<file path="src/rtl/uart_tx_pkg.sv">
// Shared definitions for the memory-mapped UART transmitter: register offsets,
// STATUS bit positions, transmit FSM states and the divisor floor.
package uart_tx_pkg;

  localparam logic [1:0] REG_TXDATA = 2'd0;
  localparam logic [1:0] REG_STATUS = 2'd1;
  localparam logic [1:0] REG_BAUD   = 2'd2;
  localparam logic [1:0] REG_RSVD   = 2'd3;

  localparam int unsigned STAT_FULL    = 0;
  localparam int unsigned STAT_EMPTY   = 1;
  localparam int unsigned STAT_BUSY    = 2;
  localparam int unsigned STAT_OVF     = 3;
  localparam int unsigned STAT_CNT_LSB = 4;
  localparam int unsigned STAT_CNT_W   = 4;

  localparam int unsigned BAUD_W      = 16;
  localparam logic [15:0] MIN_DIVISOR = 16'd2;

  typedef enum logic [1:0] {
    IDLE  = 2'd0,
    START = 2'd1,
    DATA  = 2'd2,
    STOP  = 2'd3
  } tx_state_t;

  function automatic logic [15:0] clamp_divisor(input logic [15:0] i_val);
    return (i_val < MIN_DIVISOR) ? MIN_DIVISOR : i_val;
  endfunction

endpackage

</file>
<file path="src/rtl/fifo_sync_param.sv">
// Single-clock FIFO with registered pointers and occupancy count.
// Push when full and pop when empty are ignored.
module fifo_sync_param #(
  parameter int unsigned WIDTH = 8,
  parameter int unsigned DEPTH = 8
) (
  input  logic                     i_clk,
  input  logic                     i_rst,
  input  logic                     i_push,
  input  logic [WIDTH-1:0]         i_wdata,
  input  logic                     i_pop,
  output logic [WIDTH-1:0]         o_rdata,
  output logic                     o_full,
  output logic                     o_empty,
  output logic [$clog2(DEPTH):0]   o_count
);

  localparam int unsigned AW = $clog2(DEPTH);
  localparam logic [AW:0] FULL_CNT = DEPTH[AW:0];

  logic [WIDTH-1:0] r_mem [DEPTH];
  logic [AW-1:0]    r_wptr;
  logic [AW-1:0]    r_rptr;
  logic [AW:0]      r_count;
  logic             w_push;
  logic             w_pop;

  assign o_full  = (r_count == FULL_CNT);
  assign o_empty = (r_count == '0);
  assign o_count = r_count;
  assign o_rdata = r_mem[r_rptr];

  assign w_push = i_push && !o_full;
  assign w_pop  = i_pop && !o_empty;

  always_ff @(posedge i_clk) begin
    if (i_rst) begin
      r_wptr  <= '0;
      r_rptr  <= '0;
      r_count <= '0;
    end else begin
      if (w_push) r_wptr <= r_wptr + 1'b1;
      if (w_pop)  r_rptr <= r_rptr + 1'b1;
      case ({w_push, w_pop})
        2'b10:   r_count <= r_count + 1'b1;
        2'b01:   r_count <= r_count - 1'b1;
        default: r_count <= r_count;
      endcase
    end
  end

  // Storage carries no reset; pointers alone define validity.
  always_ff @(posedge i_clk) begin
    if (w_push) r_mem[r_wptr] <= i_wdata;
  end

endmodule

</file>
<file path="src/rtl/uart_tx_mm.sv">
// Memory-mapped UART transmitter: TXDATA/STATUS/BAUD registers in front of a
// byte FIFO feeding an 8N1 serialiser with a programmable bit divisor.
module uart_tx_mm
  import uart_tx_pkg::*;
#(
  parameter int unsigned DATA_WIDTH   = 32,
  parameter int unsigned FIFO_DEPTH   = 8,
  parameter int unsigned CLKS_PER_BIT = 434
) (
  input  logic                  clk,
  input  logic                  rst,
  input  logic [DATA_WIDTH-1:0] wd,
  input  logic [31:0]           address,
  input  logic                  we,
  input  logic                  re,
  output logic [DATA_WIDTH-1:0] rd,
  output logic                  tx
);

  localparam int unsigned CNT_W = $clog2(FIFO_DEPTH) + 1;

  logic [1:0]       w_reg;
  logic [31:0]      w_wd32;
  logic             w_wr_tx;
  logic             w_push;
  logic             w_pop;
  logic             w_ovf_evt;
  logic             w_ovf_clr;
  logic             w_full;
  logic             w_empty;
  logic [CNT_W-1:0] w_count;
  logic [7:0]       w_fifo_data;
  logic [31:0]      w_status;
  logic [31:0]      w_rd32;
  logic             w_unused;

  logic              r_ovf;
  logic [BAUD_W-1:0] r_baud;

  tx_state_t         r_state, w_state_n;
  logic [BAUD_W-1:0] r_cnt, w_cnt_n;
  logic [BAUD_W-1:0] r_div, w_div_n;
  logic [2:0]        r_bit, w_bit_n;
  logic [7:0]        r_shift, w_shift_n;
  logic              w_bit_end;

  assign w_reg  = address[3:2];
  assign w_wd32 = 32'(wd);

  assign w_wr_tx   = we && (w_reg == REG_TXDATA);
  assign w_push    = w_wr_tx && !w_full;
  assign w_ovf_evt = w_wr_tx && w_full;
  assign w_ovf_clr = we && (w_reg == REG_STATUS) && w_wd32[STAT_OVF];

  assign w_unused = &{address[31:4], address[1:0], w_wd32[31:16]};

  fifo_sync_param #(
    .WIDTH (8),
    .DEPTH (FIFO_DEPTH)
  ) u_fifo (
    .i_clk   (clk),
    .i_rst   (rst),
    .i_push  (w_push),
    .i_wdata (w_wd32[7:0]),
    .i_pop   (w_pop),
    .o_rdata (w_fifo_data),
    .o_full  (w_full),
    .o_empty (w_empty),
    .o_count (w_count)
  );

  // An overflow event in the same cycle as a clear keeps the flag set.
  always_ff @(posedge clk) begin
    if (rst) begin
      r_ovf  <= 1'b0;
      r_baud <= BAUD_W'(CLKS_PER_BIT);
    end else begin
      if (w_ovf_evt)      r_ovf <= 1'b1;
      else if (w_ovf_clr) r_ovf <= 1'b0;
      if (we && (w_reg == REG_BAUD)) r_baud <= clamp_divisor(w_wd32[15:0]);
    end
  end

  always_comb begin
    w_status = '0;
    w_status[STAT_FULL]  = w_full;
    w_status[STAT_EMPTY] = w_empty;
    w_status[STAT_BUSY]  = (r_state != IDLE);
    w_status[STAT_OVF]   = r_ovf;
    w_status[STAT_CNT_LSB +: STAT_CNT_W] = STAT_CNT_W'(w_count);
  end

  always_comb begin
    w_rd32 = '0;
    if (re && !rst) begin
      case (w_reg)
        REG_STATUS: w_rd32 = w_status;
        REG_BAUD:   w_rd32 = {16'b0, r_baud};
        default:    w_rd32 = '0;
      endcase
    end
  end

  assign rd = DATA_WIDTH'(w_rd32);

  always_ff @(posedge clk) begin
    if (rst) begin
      r_state <= IDLE;
      r_cnt   <= '0;
      r_div   <= BAUD_W'(CLKS_PER_BIT);
      r_bit   <= '0;
      r_shift <= '0;
    end else begin
      r_state <= w_state_n;
      r_cnt   <= w_cnt_n;
      r_div   <= w_div_n;
      r_bit   <= w_bit_n;
      r_shift <= w_shift_n;
    end
  end

  assign w_bit_end = (r_cnt == r_div - 1'b1);

  // Divisor is captured on leaving IDLE so BAUD writes never disturb a frame.
  always_comb begin
    w_state_n = r_state;
    w_cnt_n   = r_cnt;
    w_div_n   = r_div;
    w_bit_n   = r_bit;
    w_shift_n = r_shift;
    w_pop     = 1'b0;
    case (r_state)
      IDLE: begin
        w_cnt_n = '0;
        w_bit_n = '0;
        if (!w_empty) begin
          w_pop     = 1'b1;
          w_shift_n = w_fifo_data;
          w_div_n   = r_baud;
          w_state_n = START;
        end
      end
      START: begin
        if (w_bit_end) begin
          w_cnt_n   = '0;
          w_state_n = DATA;
        end else begin
          w_cnt_n = r_cnt + 1'b1;
        end
      end
      DATA: begin
        if (w_bit_end) begin
          w_cnt_n   = '0;
          w_shift_n = {1'b0, r_shift[7:1]};
          if (r_bit == 3'd7) begin
            w_bit_n   = '0;
            w_state_n = STOP;
          end else begin
            w_bit_n = r_bit + 1'b1;
          end
        end else begin
          w_cnt_n = r_cnt + 1'b1;
        end
      end
      STOP: begin
        if (w_bit_end) begin
          w_cnt_n   = '0;
          w_state_n = IDLE;
        end else begin
          w_cnt_n = r_cnt + 1'b1;
        end
      end
      default: w_state_n = IDLE;
    endcase
  end

  always_comb begin
    tx = 1'b1;
    case (r_state)
      START:   tx = 1'b0;
      DATA:    tx = r_shift[0];
      default: tx = 1'b1;
    endcase
  end

endmodule

</file>
<file path="config.mk">
export PLATFORM = sky130hd
export DESIGN_NAME = uart_tx_mm
export DESIGN_NICKNAME = d
export VERILOG_FILES = /design/src/rtl/uart_tx_pkg.sv /design/src/rtl/fifo_sync_param.sv /design/src/rtl/uart_tx_mm.sv
export SDC_FILE = /design/constraint.sdc
export NUM_CORES = 1
export LEC_CHECK = 0
export CORE_MARGIN = 2
export CORE_UTILIZATION = 49
export CTS_CLUSTER_SIZE = 8
export DETAILED_ROUTE_END_ITERATION = 6
export PLACE_DENSITY = 0.86
export SLEW_MARGIN = 20
export SYNTH_ARGS = -nofsm -noshare
export SYNTH_HDL_FRONTEND = slang
export SYNTH_SLANG_ARGS = --single-unit
</file>
<file path="constraint.sdc">
create_clock -name clk -period 2.88 [get_ports clk]
set_clock_uncertainty 0.15 [all_clocks]
set_input_delay 0.432 -clock clk [delete_from_list [all_inputs] [get_ports clk]]
set_output_delay 0.432 -clock clk [all_outputs]
set_load 0.01 [all_outputs]
</file>
==> impl_metrics.toml <==
[logic_synthesis]
synth.most_common_cell = "nand2_1"
synth-async-reset-ratio_pct = 0
synth_area_leader_cell = "edfxtp_1"
yosysWarnings = 0
yosysTopAreaCellShare_pct = 29.5
synthFlopType = "dfxtp_1"
ys_top_cells_by_count = "nand2_1, dfxtp_1, nor2_1"
ys_ff_latch = 139
synth_edf_count = 64
yosysSeqAreaShare_pct = 52.5
post_synth_main_area_contributors = "edfxtp_1, dfxtp_1, mux4_2"
avgSynthCellArea_sq_um = 10.8
synth_cell_types = 60
synthCells = 604
syn_area_sq_mm = 0.00652

[clock_network]
clk_pin_slew_ps = 60
cts-htree-levels = 4
cts_tree = "yes"
root_buffer = "clkbuf_16"
numCtsBuffers = 17
clkLatencyLatePin_ps = 420
clock-sinks = 139
cts_max_path_buffers = 2

[place]
gp_congestion = 0.865
hpwl_um = 9920
dp_slack_ps = -215
port_buffers = 38

[drt]
wire_per_inst_um = 17.0
drtIter0Drc = 292
finalWirelength_um = 14800
drc = 0
vias_per_cell = 5.49
drt-pass1-iter-count = 5
vias = 4783
antenna_left = 0

[layout]
n_antenna_cell = 0
area_growth_pct = 23.1
fin_nets = 767
drive_gt1_share_pct = 17.6
utilization_pct = 61.2

[die]
core_sq_mm = 0.0131
die_w_um = 119
rows = 42
start_util_pct = 49.7
die_h_um = 119
die_area_sq_mm = 0.0143
ioPinCount = 101

[timing]
period_share_pct = 106
tightest_slew_ps = 758
fin_ws_ps = -185
rsz0062_at_grt = "yes"
relSlewSlack_pct = 49.4
slew_violations = 0
max_freq_ghz = 0.326
setup_viol = 29
fin_setup_tns_ps = -2930
fin_crit_ps = 3070
hold_slack_ps = 321
hold_viol_final = 0

[setup_path]
crit_fanout = 4
startpoint_type = "register"
arrival_ps = 3220
r2r_slack_ps = -190
crit_type = "reg2reg"
end_kind = "register"
worstPathRequired_ps = 3030

[run_status]
status = "finished with violations"
violations = "setup timing"

[power_and_ir_drop]
p_total_mw = 6.29
clkPwrFrac_pct = 33.9
seqPwrFrac_pct = 37.8
intPower_mw = 4.37
power_switching_mw = 1.92
power.leakage_nw = 2.89
netSwitchingFraction_pct = 30.6
max-vdd-ir-drop_v = 0.000518
share_comb_of_total_power_pct = 28.3
power_density_mw_per_mm2 = 783

[global_route]
grt_pass1_wl_um = 24100
antenna_found_initial = 0
grt_pass1_vias = 4825
grt_max_degree = 48
grt_remaining_overflow = 0
track_usage_pct = 21.5

[worst_hold_path]
hold_path.class = "reg2reg"

[job]
cap_violations = 0
==> power groups by stage <==
stage                     clock (mW)  combinational (mW)  sequential [mW]
after global routing            2.23                1.96             2.39
final                           2.13                1.78             2.38
after detailed placement           0                1.70             2.41
after floorplan                    0                1.26             2.36
after CTS                       2.15                1.76             2.37
after global placement             0                1.63             2.39
==> worst paths after layout <==
| check | startpoint | endpoint | depth (start not counted) |
|---|---|---|---|
| min | r_div[15] | r_div[15] | 2 |
| max | r_div[1] | r_state[0] | 10 |
| min reg2reg | r_div[15] | r_div[15] | 2 |
| max reg2reg | r_div[1] | r_state[0] | 10 |
==> metrics by stage <==
step,cell area [sq um],std cells
floorplan,6610,619
global placement,7320,835
detailed placement,7320,835
CTS,7960,869
global route,8030,871
finish,8030,871
==> cell type report <==
type	count	area, sq um
Clock buffer	24	473
Sequential cell	139	3430
Timing Repair Buffer	87	781
Inverter	17	63.8
Tap cell	176	220
Multi-Input combinational cell	420	2960
Fill cell	973	5100
Clock inverter	8	109
==> logic make-up after synthesis <==
logic type	count (synthesis)	synth area share [%]
AO/OA/AOI/OAI	77	8.63
XOR/XNOR	39	5.24
adder cells (fa/ha/maj)	17	3.38
buffers and inverters	60	4.56
flip-flops	139	52.5
multiplexers	36	8.59
other	1	0.0575
AND/OR/NAND/NOR	235	17.1
==> repair_timing <==
action / 4_1_cts / 5_1_grt
setup buffers: 2 / 2
pin swaps: 6 / 12
hold buffers: 0 / 0
gates resized for setup: 7 / 12
endpoints found under the setup margin: 29 / 44
==> worst max-delay path: stages, from the launching register on <==
cell,delay [ps]
dfxtp_2,320
inv_2,80
ha_4,130
or4b_4,450
o21a_1,200
or4b_4,530
a211o_4,370
or3_4,350
o32ai_4,140
or4_1,170
nand3_1,60
==> per-layer routing <==
metal	share of wire (%)	GRT usage (%)
met1	42	27.1
met2	49	36.0
met3	6.4	4.79
met4	2.9	9.04
met5	0	0
==> placed cells by master (no fill, tap or decap), types with 16 or more instances in the layout <==
master,n
mux4_2,16
clkbuf_16,17
nand3_1,18
nand2_1,87
xnor2_1,20
xor2_1,18
conb_1,16
buf_4,47
clkdlybuf4s50_1,35
edfxtp_1,64
mux2i_1,20
nor2_1,65
a21oi_1,29
dfxtp_1,73
==> state kept, by name (all words and copies together), names as in the netlist, named ones only <==
name / flops
r_shift: 8
r_bit: 3
u_fifo.r_wptr: 3
r_ovf: 1
r_baud: 16
r_div: 16
r_state: 2
u_fifo.r_rptr: 3
u_fifo.o_count: 4
r_cnt: 16
u_fifo.r_mem: 64
Power figures use the tool's default switching activity.
